--- src/rtl/issue_ctrl.sv ---
// Dual-issue in-order scheduler: holds one decoded pair, tracks pending
// destinations in a busy scoreboard and issues to the ALU and MEM units.
module issue_ctrl #(
   parameter int unsigned NREG  = 16,
   parameter int unsigned REG_W = $clog2(NREG),
   parameter int unsigned OP_W  = 4,
   parameter int unsigned IMM_W = 5,
   parameter int unsigned CNT_W = 16
) (
   input  logic             clk,
   input  logic             rst,
   input  logic             flush,
   input  logic             in_valid,
   output logic             in_ready,
   input  logic [OP_W-1:0]  ins_1_op,
   input  logic [REG_W-1:0] ins_1_des,
   input  logic [REG_W-1:0] ins_1_s1,
   input  logic [REG_W-1:0] ins_1_s2,
   input  logic [IMM_W-1:0] ins_1_ime,
   input  logic [OP_W-1:0]  ins_2_op,
   input  logic [REG_W-1:0] ins_2_des,
   input  logic [REG_W-1:0] ins_2_s1,
   input  logic [REG_W-1:0] ins_2_s2,
   input  logic [IMM_W-1:0] ins_2_ime,
   input  logic             alu_ready,
   input  logic             mem_ready,
   input  logic             wb0_valid,
   input  logic [REG_W-1:0] wb0_reg,
   input  logic             wb1_valid,
   input  logic [REG_W-1:0] wb1_reg,
   output logic             alu_valid,
   output logic [OP_W-1:0]  alu_op,
   output logic [REG_W-1:0] alu_des,
   output logic [REG_W-1:0] alu_s1,
   output logic [REG_W-1:0] alu_s2,
   output logic [IMM_W-1:0] alu_imm,
   output logic             mem_valid,
   output logic [OP_W-1:0]  mem_op,
   output logic [REG_W-1:0] mem_des,
   output logic [REG_W-1:0] mem_s1,
   output logic [REG_W-1:0] mem_s2,
   output logic [IMM_W-1:0] mem_imm,
   output logic             illegal_op,
   output logic [CNT_W-1:0] stall_cnt
);

   localparam logic [OP_W-1:0] OP_ADD = OP_W'(8);
   localparam logic [OP_W-1:0] OP_BR  = OP_W'(1);
   localparam logic [OP_W-1:0] OP_LD  = OP_W'(4);
   localparam logic [OP_W-1:0] OP_ST  = OP_W'(2);

   typedef enum logic [1:0] {ST_EMPTY = 2'd0, ST_FULL = 2'd1, ST_SLOT2 = 2'd2} state_t;

   state_t state, state_d;

   logic [OP_W-1:0]  slot1_op, slot2_op;
   logic [REG_W-1:0] slot1_des, slot1_s1, slot1_s2;
   logic [REG_W-1:0] slot2_des, slot2_s1, slot2_s2;
   logic [IMM_W-1:0] slot1_imm, slot2_imm;
   logic [NREG-1:0]  busy, set_mask, clr_mask;

   logic [OP_W-1:0]  old_op;
   logic [REG_W-1:0] old_des, old_s1, old_s2;
   logic [IMM_W-1:0] old_imm;
   logic old_alu, old_mem, old_ill, old_haz, old_go;
   logic yng_alu, yng_mem, yng_ill, yng_haz, yng_go, dep_ok;
   logic alu_go_c, mem_go_c, ill_c, stall_c, load_c, alu_old_c, mem_old_c;

   function automatic logic is_alu(input logic [OP_W-1:0] op);
      return (op == OP_ADD) || (op == OP_BR);
   endfunction

   function automatic logic is_mem(input logic [OP_W-1:0] op);
      return (op == OP_LD) || (op == OP_ST);
   endfunction

   function automatic logic writes_reg(input logic [OP_W-1:0] op);
      return (op == OP_ADD) || (op == OP_LD);
   endfunction

   // Issue decision, scoreboard masks and next buffer state
   always_comb begin
      state_d   = state;
      old_op    = slot1_op;
      old_des   = slot1_des;
      old_s1    = slot1_s1;
      old_s2    = slot1_s2;
      old_imm   = slot1_imm;
      set_mask  = '0;
      clr_mask  = '0;
      load_c    = 1'b0;

      if (state == ST_SLOT2) begin
         old_op  = slot2_op;
         old_des = slot2_des;
         old_s1  = slot2_s1;
         old_s2  = slot2_s2;
         old_imm = slot2_imm;
      end

      old_alu = is_alu(old_op);
      old_mem = is_mem(old_op);
      old_ill = !old_alu && !old_mem;
      old_haz = busy[old_s1] || busy[old_s2] || ((old_des != '0) && busy[old_des]);
      old_go  = (state != ST_EMPTY) && !flush &&
                (old_ill || (!old_haz && ((old_alu && alu_ready) || (old_mem && mem_ready))));

      yng_alu = is_alu(slot2_op);
      yng_mem = is_mem(slot2_op);
      yng_ill = !yng_alu && !yng_mem;
      yng_haz = busy[slot2_s1] || busy[slot2_s2] || ((slot2_des != '0) && busy[slot2_des]);
      dep_ok  = (slot1_des == '0) ||
                ((slot1_des != slot2_s1) && (slot1_des != slot2_s2) && (slot1_des != slot2_des));
      yng_go  = (state == ST_FULL) && old_go && dep_ok &&
                !(old_alu && yng_alu) && !(old_mem && yng_mem) &&
                (yng_ill || (!yng_haz && ((yng_alu && alu_ready) || (yng_mem && mem_ready))));

      alu_old_c = old_go && old_alu;
      mem_old_c = old_go && old_mem;
      alu_go_c  = alu_old_c || (yng_go && yng_alu);
      mem_go_c  = mem_old_c || (yng_go && yng_mem);
      ill_c     = (old_go && old_ill) || (yng_go && yng_ill);
      stall_c   = (state != ST_EMPTY) && !flush && !old_go;

      if (old_go && writes_reg(old_op) && (old_des != '0))
         set_mask[old_des] = 1'b1;
      if (yng_go && writes_reg(slot2_op) && (slot2_des != '0))
         set_mask[slot2_des] = 1'b1;
      if (wb0_valid)
         clr_mask[wb0_reg] = 1'b1;
      if (wb1_valid)
         clr_mask[wb1_reg] = 1'b1;
      clr_mask[0] = 1'b0;

      case (state)
         ST_EMPTY: if (in_valid) begin
            state_d = ST_FULL;
            load_c  = !flush;
         end
         ST_FULL:  if (yng_go) state_d = ST_EMPTY;
                   else if (old_go) state_d = ST_SLOT2;
         ST_SLOT2: if (old_go) state_d = ST_EMPTY;
         default:  state_d = ST_EMPTY;
      endcase
      if (flush)
         state_d = ST_EMPTY;
   end

   always_ff @(posedge clk) begin
      if (rst) state <= ST_EMPTY;
      else     state <= state_d;
   end

   // Pair buffer and scoreboard; set beats a same-edge writeback clear
   always_ff @(posedge clk) begin
      if (rst) begin
         busy      <= '0;
         slot1_op  <= '0;
         slot1_des <= '0;
         slot1_s1  <= '0;
         slot1_s2  <= '0;
         slot1_imm <= '0;
         slot2_op  <= '0;
         slot2_des <= '0;
         slot2_s1  <= '0;
         slot2_s2  <= '0;
         slot2_imm <= '0;
      end else begin
         busy <= (busy & ~clr_mask) | set_mask;
         if (load_c) begin
            slot1_op  <= ins_1_op;
            slot1_des <= ins_1_des;
            slot1_s1  <= ins_1_s1;
            slot1_s2  <= ins_1_s2;
            slot1_imm <= ins_1_ime;
            slot2_op  <= ins_2_op;
            slot2_des <= ins_2_des;
            slot2_s1  <= ins_2_s1;
            slot2_s2  <= ins_2_s2;
            slot2_imm <= ins_2_ime;
         end
      end
   end

   // Registered issue ports; fields hold their last issued value
   always_ff @(posedge clk) begin
      if (rst) begin
         in_ready   <= 1'b1;
         alu_valid  <= 1'b0;
         alu_op     <= '0;
         alu_des    <= '0;
         alu_s1     <= '0;
         alu_s2     <= '0;
         alu_imm    <= '0;
         mem_valid  <= 1'b0;
         mem_op     <= '0;
         mem_des    <= '0;
         mem_s1     <= '0;
         mem_s2     <= '0;
         mem_imm    <= '0;
         illegal_op <= 1'b0;
         stall_cnt  <= '0;
      end else begin
         in_ready   <= (state_d == ST_EMPTY);
         alu_valid  <= alu_go_c;
         mem_valid  <= mem_go_c;
         illegal_op <= ill_c;
         if (alu_go_c) begin
            alu_op  <= alu_old_c ? old_op  : slot2_op;
            alu_des <= alu_old_c ? old_des : slot2_des;
            alu_s1  <= alu_old_c ? old_s1  : slot2_s1;
            alu_s2  <= alu_old_c ? old_s2  : slot2_s2;
            alu_imm <= alu_old_c ? old_imm : slot2_imm;
         end
         if (mem_go_c) begin
            mem_op  <= mem_old_c ? old_op  : slot2_op;
            mem_des <= mem_old_c ? old_des : slot2_des;
            mem_s1  <= mem_old_c ? old_s1  : slot2_s1;
            mem_s2  <= mem_old_c ? old_s2  : slot2_s2;
            mem_imm <= mem_old_c ? old_imm : slot2_imm;
         end
         if (stall_c && (stall_cnt != '1))
            stall_cnt <= stall_cnt + CNT_W'(1);
      end
   end

endmodule

--- config.mk ---
export PLATFORM = sky130hd
export DESIGN_NAME = issue_ctrl
export DESIGN_NICKNAME = d
export VERILOG_FILES = /design/src/rtl/issue_ctrl.sv
export SDC_FILE = /design/constraint.sdc
export NUM_CORES = 1
export LEC_CHECK = 0
export CAP_MARGIN = 10
export CELL_PAD_IN_SITES_DETAIL_PLACEMENT = 1
export CELL_PAD_IN_SITES_GLOBAL_PLACEMENT = 1
export CORE_MARGIN = 2
export CORE_UTILIZATION = 40
export CTS_CLUSTER_DIAMETER = 60
export DETAILED_ROUTE_END_ITERATION = 10
export PLACE_DENSITY = 0.9
export SYNTH_ARGS = -nofsm -noshare
export SYNTH_HDL_FRONTEND = slang
export SYNTH_SLANG_ARGS = --single-unit
--- constraint.sdc ---
create_clock -name clk -period 9.9 [get_ports clk]
set_input_delay 0.99 -clock clk [delete_from_list [all_inputs] [get_ports clk]]
set_output_delay 0.99 -clock clk [all_outputs]
set_load 0.02 [all_outputs]
# After elaboration in Yosys (flattened, before gate mapping)
# Index checks and enable logic that the tools add are counted.
[word_totals]
input_bits = 58
reg_bits = 122
[op_classes]
n_mux = 47
n_eq_ne = 14
reduce_logical = 71
add_sub_neg = 1
order_cmp = 12
n_bitwise = 5
[op_table]
columns = ["operator", "count"]
rows = [
  ["16-bit 2-to-1 mux", 4],
  ["4-bit 2-to-1 mux", 12],
  ["16-bit bitwise OR", 3],
  ["4-bit by 5-bit less-than comparator with 1-bit output (second input constant)", 8],
  ["1-bit logical AND", 37],
  ["1-bit binary-select mux with 4-bit select", 6],
  ["1-bit logical OR", 18],
  ["16-bit by 1-bit adder with 16-bit output (second input constant)", 1],
  ["16-bit AND", 1],
  ["1-bit demux with 4-bit select", 4],
  ["4-bit by 1-bit greater-or-equal comparator with 1-bit output (second input constant)", 4],
  ["16-bit inequality test (second input constant)", 1],
  ["16-bit inverter", 1],
  ["5-bit 2-to-1 mux", 3],
  ["1-bit 2-to-1 mux", 12],
  ["4-bit inequality test", 3],
  ["1-bit zero test", 10],
  ["2-bit 2-to-1 mux", 5],
  ["4-bit by 1-bit equality test with 1-bit output (second input constant)", 2],
  ["4-bit by 2-bit equality test with 1-bit output (second input constant)", 2],
  ["4-bit by 3-bit equality test with 1-bit output (second input constant)", 2],
  ["4-bit equality test (second input constant)", 2],
  ["4-bit nonzero test", 2],
  ["2-bit one-hot mux with 3 select lines", 1],
  ["5 further kinds", 6],
]

# Logic depth before layout (Yosys ltp)
# Gate-level depths: netlist of the first run.
[logic_depth]
word_depth = 19
depth_mapped = 16

# Worst setup path after synthesis of the first run
# Ideal clock, no wire load.
[synth_timing]
path_type = "flip-flop to flip-flop"
start = "register state[0]"
end = "register mem_s1[2]"
path_buffers = 6
path_stages_with_launch = 16
setup_ns = 0.074
setup_slack_ns = 6.489
arrival_ns = 3.337
period_less_slack_ns = 3.411
cell_sequence = "dfxtp_1 > buf_6 > nand2b_4 > buf_6 > mux2_4 > buf_6 > mux2_4 > a2bb2oi_1 > a311o_1 > or4_1 > buf_2 > or4_1 > buf_4 > buf_6 > a2bb2oi_1 > o21ai_0"
[synth_between]
elab_chain_len = 17
elab_cells_between_ends = 47
[synth_rtl]
columns = ["item", "line", "text"]
rows = [
  ["start, declared", "54", "state_t state, state_d;"],
  ["start signal, assigned", "151", "else state <= state_d;"],
  ["2-bit equality test", "93", "if (state == ST_SLOT2) begin"],
  ["4-bit 2-to-1 mux", "93", ""],
  ["1-bit binary-select mux with 4-bit select", "104", "old_haz = busy[old_s1] || busy[old_s2] || ((old_des != '0) && busy[old_des]);"],
  ["1-bit 2-to-1 mux (implied by the code)", "104", ""],
  ["1-bit logical OR or 1-bit logical AND (tied branches)", "104", ""],
  ["1-bit logical OR", "104", ""],
  ["1-bit zero test", "106", "(old_ill || (!old_haz && ((old_alu && alu_ready) || (old_mem && mem_ready))));"],
  ["1-bit logical AND", "106", ""],
  ["1-bit logical OR", "106", ""],
  ["1-bit logical AND", "105", "old_go = (state != ST_EMPTY) && !flush &&"],
  ["1-bit logical AND (3 in series)", "114", "yng_go = (state == ST_FULL) && old_go && dep_ok &&"],
  ["1-bit logical AND (2 in series)", "115", "!(old_alu && yng_alu) && !(old_mem && yng_mem) &&"],
  ["1-bit logical AND", "121", "mem_go_c = mem_old_c || (yng_go && yng_mem);"],
  ["1-bit logical OR", "121", ""],
  ["end signal, assigned", "218", "mem_s1 <= mem_old_c ? old_s1 : slot2_s1;"],
  ["end, declared", "40", "output logic [REG_W-1:0] mem_s1,"],
]
# Several ways; a longest one is shown, not always the timed one. The select of a mux whose other input is x is not followed.
# A chain may end at the register's enable or synchronous reset.

# Final worst setup path of the first run
[layout_timing]
start = "register state[0]"
end = "register alu_des[1]"
[layout_between]
elab_chain_len = 17
elab_cells_between_ends = 47
[layout_rtl]
columns = ["item", "line", "text"]
rows = [
  ["2-bit equality test", "93", ""],
  ["4-bit 2-to-1 mux", "93", ""],
  ["1-bit binary-select mux with 4-bit select", "104", ""],
  ["1-bit 2-to-1 mux (implied by the code)", "104", ""],
  ["1-bit logical OR or 1-bit logical AND (tied branches)", "104", ""],
  ["1-bit logical OR", "104", ""],
  ["1-bit zero test", "106", ""],
  ["1-bit logical AND", "106", ""],
  ["1-bit logical OR", "106", ""],
  ["1-bit logical AND", "105", ""],
  ["1-bit logical AND (3 in series)", "114", ""],
  ["1-bit logical AND (2 in series)", "115", ""],
  ["1-bit logical AND", "120", "alu_go_c = alu_old_c || (yng_go && yng_alu);"],
  ["1-bit logical OR", "120", ""],
  ["end signal, assigned", "210", "alu_des <= alu_old_c ? old_des : slot2_des;"],
  ["end, declared", "33", "output logic [REG_W-1:0] alu_des,"],
]
# Several ways; a longest one is shown, not always the timed one. The select of a mux whose other input is x is not followed.

==> results.toml, run 1 <==
[status]
outcome = "finished, final reports clean"

[logic_synthesis]
synth_top_area_share_pct = 35.2
synth-seq-cells = 122
ys.flop_type = "dfxtp_1"
yosys.area.top_type = "dfxtp_1"
synth.area.top_cells = "dfxtp_1, nand2_1, a21oi_1, mux2i_1, mux4_2"
async_flop_share_pct = 0
synth_commonest_cells = "nand2_1, dfxtp_1, a21oi_1"
ys_seq_area_share_pct = 35.2
yosys.area_share.simple_pct = 25.3
synth_top_family_by_area = "simple AND/OR/NAND/NOR gates"
syn_area_per_cell_um2 = 8.15
muxShareOfSynthArea_pct = 9.97
synth.cell_area_um2 = 6940
synthXorXnorAreaFrac_pct = 3.28
synthCells = 852
synth_fa_ha_area_share_pct = 0.180
synth-edff-count = 0
synth_cell_types = 68
synth_compound_area_share_pct = 20.4
yosys_warnings = 0
synth_nets = 911
yosysMostFrequentCell = "nand2_1"

[global_route]
grt_pass1_vias = 7283
grt_pass1_wl_um = 39500
antenna_found_initial = 0
grt_overflow_total = 0
grt_usage_pct = 27.4
grt_max_degree = 57

[clock_tree]
cts_tree = "done"
root_buffer = "clkbuf_16"
holdBufCountCts = 0
ctsHtreeMaxLevel = 4
cts_sinks = 122
postCtsSetupRepairBufs = 0
cts_buffers = 17
cts_buffer_depth = 2
cts_resized = 0
clk_latency_ps = 430
clk_pin_slew_ps = 60

[floorplan]
die_area_um2 = 18400
die_y_um = 136
ioPinCount = 120
rows = 48
start_util_pct = 40.6
core_um2 = 17100
die_x_um = 136

[setup_path]
cp_max_fo = 46
cp-end-kind = "register"
cp.arrival_ps = 5460
cp-start-kind = "register"
worstPathRequired_ps = 10260
crit_type = "reg -> reg"

[detailed_routing]
ant_nets = 0
routed_via_density = 6.10
vias = 7102
drtIter0Drc = 631
routed_wl_um = 24800
routedWlPerCell_um = 21.3
first_pass_iters = 5
drc = 0

[power_and_ir_drop]
ir_drop_mv = 0.119
p_leak_nw = 3.14
power_density_nw_per_um2 = 143
fin_total_pwr_mw = 1.26

[timing]
worst_slew_pin_slew_ps = 1190
drv_slew = 0
holdWs_ps = 458
fin_crit_sh_pct = 51.4
setup_slack_ps = 4810
max_slew_margin_pct = 19.9
setup_tns_ps = 0
clock-skew-final_ps = 7.31
rsz0062_at_grt = "no"
max_freq_ghz = 0.196
setup_viol = 0
hold_violations = 0
finalCriticalPeriod_ps = 5090

[layout]
layout-drive-gt1-share_pct = 7.45
n_antenna_cell = 0
synthToLayoutAreaGrowth_pct = 26.1
instances_no_fill = 1164
final_core_util_pct = 51.2
final_nets = 985
final_area_um2 = 8760

[placement]
pre_cts_slack_ps = 4940
io_buffers = 119
hpwl_um = 17200
place_inst = 1132
gp_congestion = 0.970
dpl_cell_area_um2 = 8170

[run]
max_cap_viol_count = 0

[min_path]
worstHoldPathType = "reg -> reg"
## area by class of cell
| class | instances | area (um2) |
|---|---|---|
| fill | 2051 | 8360 |
| multi-input combinational | 639 | 4130 |
| tap | 225 | 282 |
| sequential | 122 | 2440 |
| clock inverter | 11 | 121 |
| inverter | 18 | 67.6 |
| clock buffer | 21 | 460 |
| timing repair buffer | 128 | 1260 |
## worst max-delay path: stages (launching register included)
cell,delay (ps)
dfxtp_1,500
nand2b_4,640
mux2i_1,530
nand2b_1,180
o22ai_1,80
or4_1,550
o41ai_2,960
nand3_1,360
nor4_4,930
a221o_1,270
## report_power, final
group	switching, mW	internal [mW]	total (mW)	leakage [nW]
registers	0.0214	0.500	0.521	0.987
logic	0.0705	0.0510	0.121	1.87
clock network	0.231	0.382	0.613	0.283
## kinds of logic after synthesis
logic type      after synthesis
mux                          53
fa+ha+maj                     1
xor+xnor                     26
simple gates                351
flops                       122
compound gates              208
buf+inv                      91
## cell usage in the layout (no fill, tap or decap), types with 8 or more instances in the layout
cell,Yosys,routed
nand3b_1,8,8
dfxtp_1,122,122
a31oi_1,14,13
o22ai_1,8,8
nor2_1,63,63
mux2i_1,35,35
nor3b_1,10,10
nand2b_1,8,8
clkbuf_16,0,17
o21ai_0,28,28
buf_4,2,10
xnor2_1,10,10
or4_1,10,10
xor2_1,16,16
a211o_1,13,13
nor4b_1,21,20
nand3_1,26,26
nor3_1,24,22
a21oi_1,70,70
nand2_1,139,139
clkdlybuf4s50_1,0,118
mux4_2,11,11
inv_1,18,18
nor4_1,8,8
a221o_1,18,18
## registers in the layout, summed over array words and instances, names as in the netlist, 5 cells and up
name and flops:
busy 16, stall_cnt 16, alu_imm 5, mem_imm 5, slot1_imm 5, slot2_imm 5
## path summary, 6_finish.rpt
path	slack, ps	cells past startpoint	from	to
min reg2reg	460	2	slot1_imm[2]	slot1_imm[2]
max	4810	9	state[0]	alu_des[1]
min	460	2	slot1_imm[2]	slot1_imm[2]
max reg2reg	4810	9	state[0]	alu_des[1]
## per-layer routing
| metal | routed length [um] | share of wire [%] | up-vias | GRT usage, % |
|---|---|---|---|---|
| li1 | - | - | 3268 | - |
| met1 | 10800 | 44 | 3486 | 36.7 |
| met2 | 11300 | 46 | 305 | 43.4 |
| met3 | 2120 | 8.6 | 43 | 6.88 |
| met4 | 481 | 1.9 | 0 | 8.91 |
| met5 | 0 | 0 | - | 0 |
(Power assumes the default switching activity.)
==> run 2, diff against run 1 <==
--- a/config.mk
+++ b/config.mk
@@ -9,10 +9,10 @@
 export CELL_PAD_IN_SITES_DETAIL_PLACEMENT = 1
 export CELL_PAD_IN_SITES_GLOBAL_PLACEMENT = 1
 export CORE_MARGIN = 2
-export CORE_UTILIZATION = 40
+export CORE_UTILIZATION = 36
 export CTS_CLUSTER_DIAMETER = 60
 export DETAILED_ROUTE_END_ITERATION = 10
-export PLACE_DENSITY = 0.9
+export PLACE_DENSITY = 0.86
 export SYNTH_ARGS = -nofsm -noshare
 export SYNTH_HDL_FRONTEND = slang
 export SYNTH_SLANG_ARGS = --single-unit
==> constraint.sdc (replaced) <==
create_clock -name clk -period 4.65 [get_ports clk]
set_input_delay 0.465 -clock clk [delete_from_list [all_inputs] [get_ports clk]]
set_output_delay 0.465 -clock clk [all_outputs]
set_load 0.02 [all_outputs]
==> results.toml, run 2 (same netlist as run 1, synthesis figures left out) <==
[global_route]
grt_usage_pct = 24.2
grt_overflow_total = 0
grt_pass1_vias = 6990
grt_pass1_wl_um = 38300
grt_max_degree = 60
antenna_found_initial = 0

[setup_path]
critPathTopFamily = "simple AND/OR/NAND/NOR gates"
cp_common_cell = "nand3_1"
cp_max_fo = 19
crit_buf_inv = 0
startpoint = "state[1]"
cp-start-kind = "register"
crit_slowest_cell = "nor4_4"
worstPathCellList = "nor2b_1 > nand3_1 > a21oi_1 > a221oi_1 > or4_1 > o41ai_2 > nand3_1 > nor4_4 > a221o_1"
rr_startpoint = "state[1]"
timing.critical_path.slowest_cell_delay_ps = 910
cp-end-kind = "register"
r2r_setup_slack_ps = 390
crit_type = "reg -> reg"
cp.arrival_ps = 4630
worstPathRequired_ps = 5020

[layout]
layout-drive-gt1-share_pct = 8.74
n_antenna_cell = 0
instances_no_fill = 1210
seq_area_um2 = 2440
synthToLayoutAreaGrowth_pct = 28.5
multiInputGateArea_um2 = 4130
fillers = 2208
reg.largest.list = "busy (16), stall_cnt (16)"
final_nets = 996
mostFrequentLayoutCells = "nand2_1, dfxtp_1, clkdlybuf4s50_1"
layout_commonest_cell = "nand2_1"

[timing]
rsz0062_at_grt = "no"
max_freq_ghz = 0.235
max_slew_margin_pct = 23.7
clock-skew-final_ps = 11.4
fin_crit_sh_pct = 91.5
drv_slew = 0
hold_violations = 0
worst_slew_pin_slew_ps = 1140
finalCriticalPeriod_ps = 4260
setup_viol = 0
setup_tns_ps = 0

[status]
outcome = "finished, final reports clean"

[placement]
io_buffers = 119
gp_congestion = 0.944
hpwl_um = 17500
place_inst = 1178

[clock_tree]
cts_sinks = 122
cts_buffer_depth = 2
ctsHtreeMaxLevel = 4
clk_latency_ps = 440
cts_resized = 0
clk_pin_slew_ps = 60
postCtsSetupRepairBufs = 0
cts_tree = "done"
holdBufCountCts = 0
root_buffer = "clkbuf_16"
cts_buffers = 17

[min_path]
hp-start = "mem_op[3]"
worstHoldPathType = "reg -> reg"

[power_and_ir_drop]
power_density_nw_per_um2 = 310
p_int_mw = 2.03
p_leak_nw = 3.21
ir_drop_mv = 0.267
switching_share_pct = 26.7
combPwrFrac_pct = 9.7
power_frac_seq_pct = 39.9
pwr-share-clk_pct = 50.4
netSwitchingPower_mw = 0.738

[detailed_routing]
first_pass_iters = 4
ant_nets = 0
routedWlPerCell_um = 20.4
routed_via_density = 5.86
vias = 7085
drtIter0Drc = 450
drc = 0
routed_wl_um = 24700

[floorplan]
start_util_pct = 36.9
die_area_um2 = 20400
rows = 50
die_x_um = 143
ioPinCount = 120
die_y_um = 143
core_um2 = 18800

[run]
max_cap_viol_count = 0
run 2: cell types whose count changed in the layout (fill, tap and decap cells not counted), sizes merged:
| cell | change |
|---|---|
| inv | +4 |
| buf | +11 |
| bufinv | +1 |
| clkbuf | -4 |
| clkinvlp | -1 |
run 2: metrics by stage:
step / setup slack, ps / area (um2) / hold WS [ps] / power, mW / utilization [%]
after floorplan: 1240 / 6940 / 436 / 1.27 / -
after global placement: 602 / 8300 / 441 / 1.38 / 44.1
after detailed placement: 452 / 8300 / 447 / 1.39 / 44.1
after CTS: 417 / 8920 / 457 / 2.78 / 47.4
after global routing: 47.9 / 8920 / 475 / 2.85 / 47.4
final: 394 / 8920 / 454 / 2.77 / 47.4
run 2: final timing paths:
path,to,cells after the start
setup / recovery,alu_s1[0],9
hold / removal,mem_op[3],1
setup reg to reg,alu_s1[0],9
hold reg to reg,mem_op[3],1
run 2: power groups by stage:
stage,combinational (mW),clock [mW],sequential (mW)
2_1_floorplan,0.171,0,1.10
3_3_place_gp,0.259,0,1.12
3_5_place_dp,0.263,0,1.13
4_1_cts,0.266,1.41,1.10
5_1_grt,0.292,1.46,1.11
6_report,0.269,1.40,1.10
run 2: metal layers:
metal  routed length, um  up-vias  track usage [%]
met4                 467        0             8.08
met5                   0        -                0
met2               11300      288             37.6
li1                    -     3295                -
met3                1670       37             5.77
met1               11300     3465             33.1
run 2: final cells by class:
cell class	instances	area share, %
multi-input cells	639	46.3
flip-flops and latches	122	27.4
repair buffers	139	15.0
clock buffers	17	4.77
well taps	260	3.65
clock inverters	15	2.16
inverters	18	0.758
run 2: worst register-to-register path, stage by stage, from the launching register on:
cell,delay [ps]
dfxtp_1,510
nor2b_1,790
nand3_1,180
a21oi_1,190
a221oi_1,60
or4_1,600
o41ai_2,420
nand3_1,250
nor4_4,910
a221o_1,290
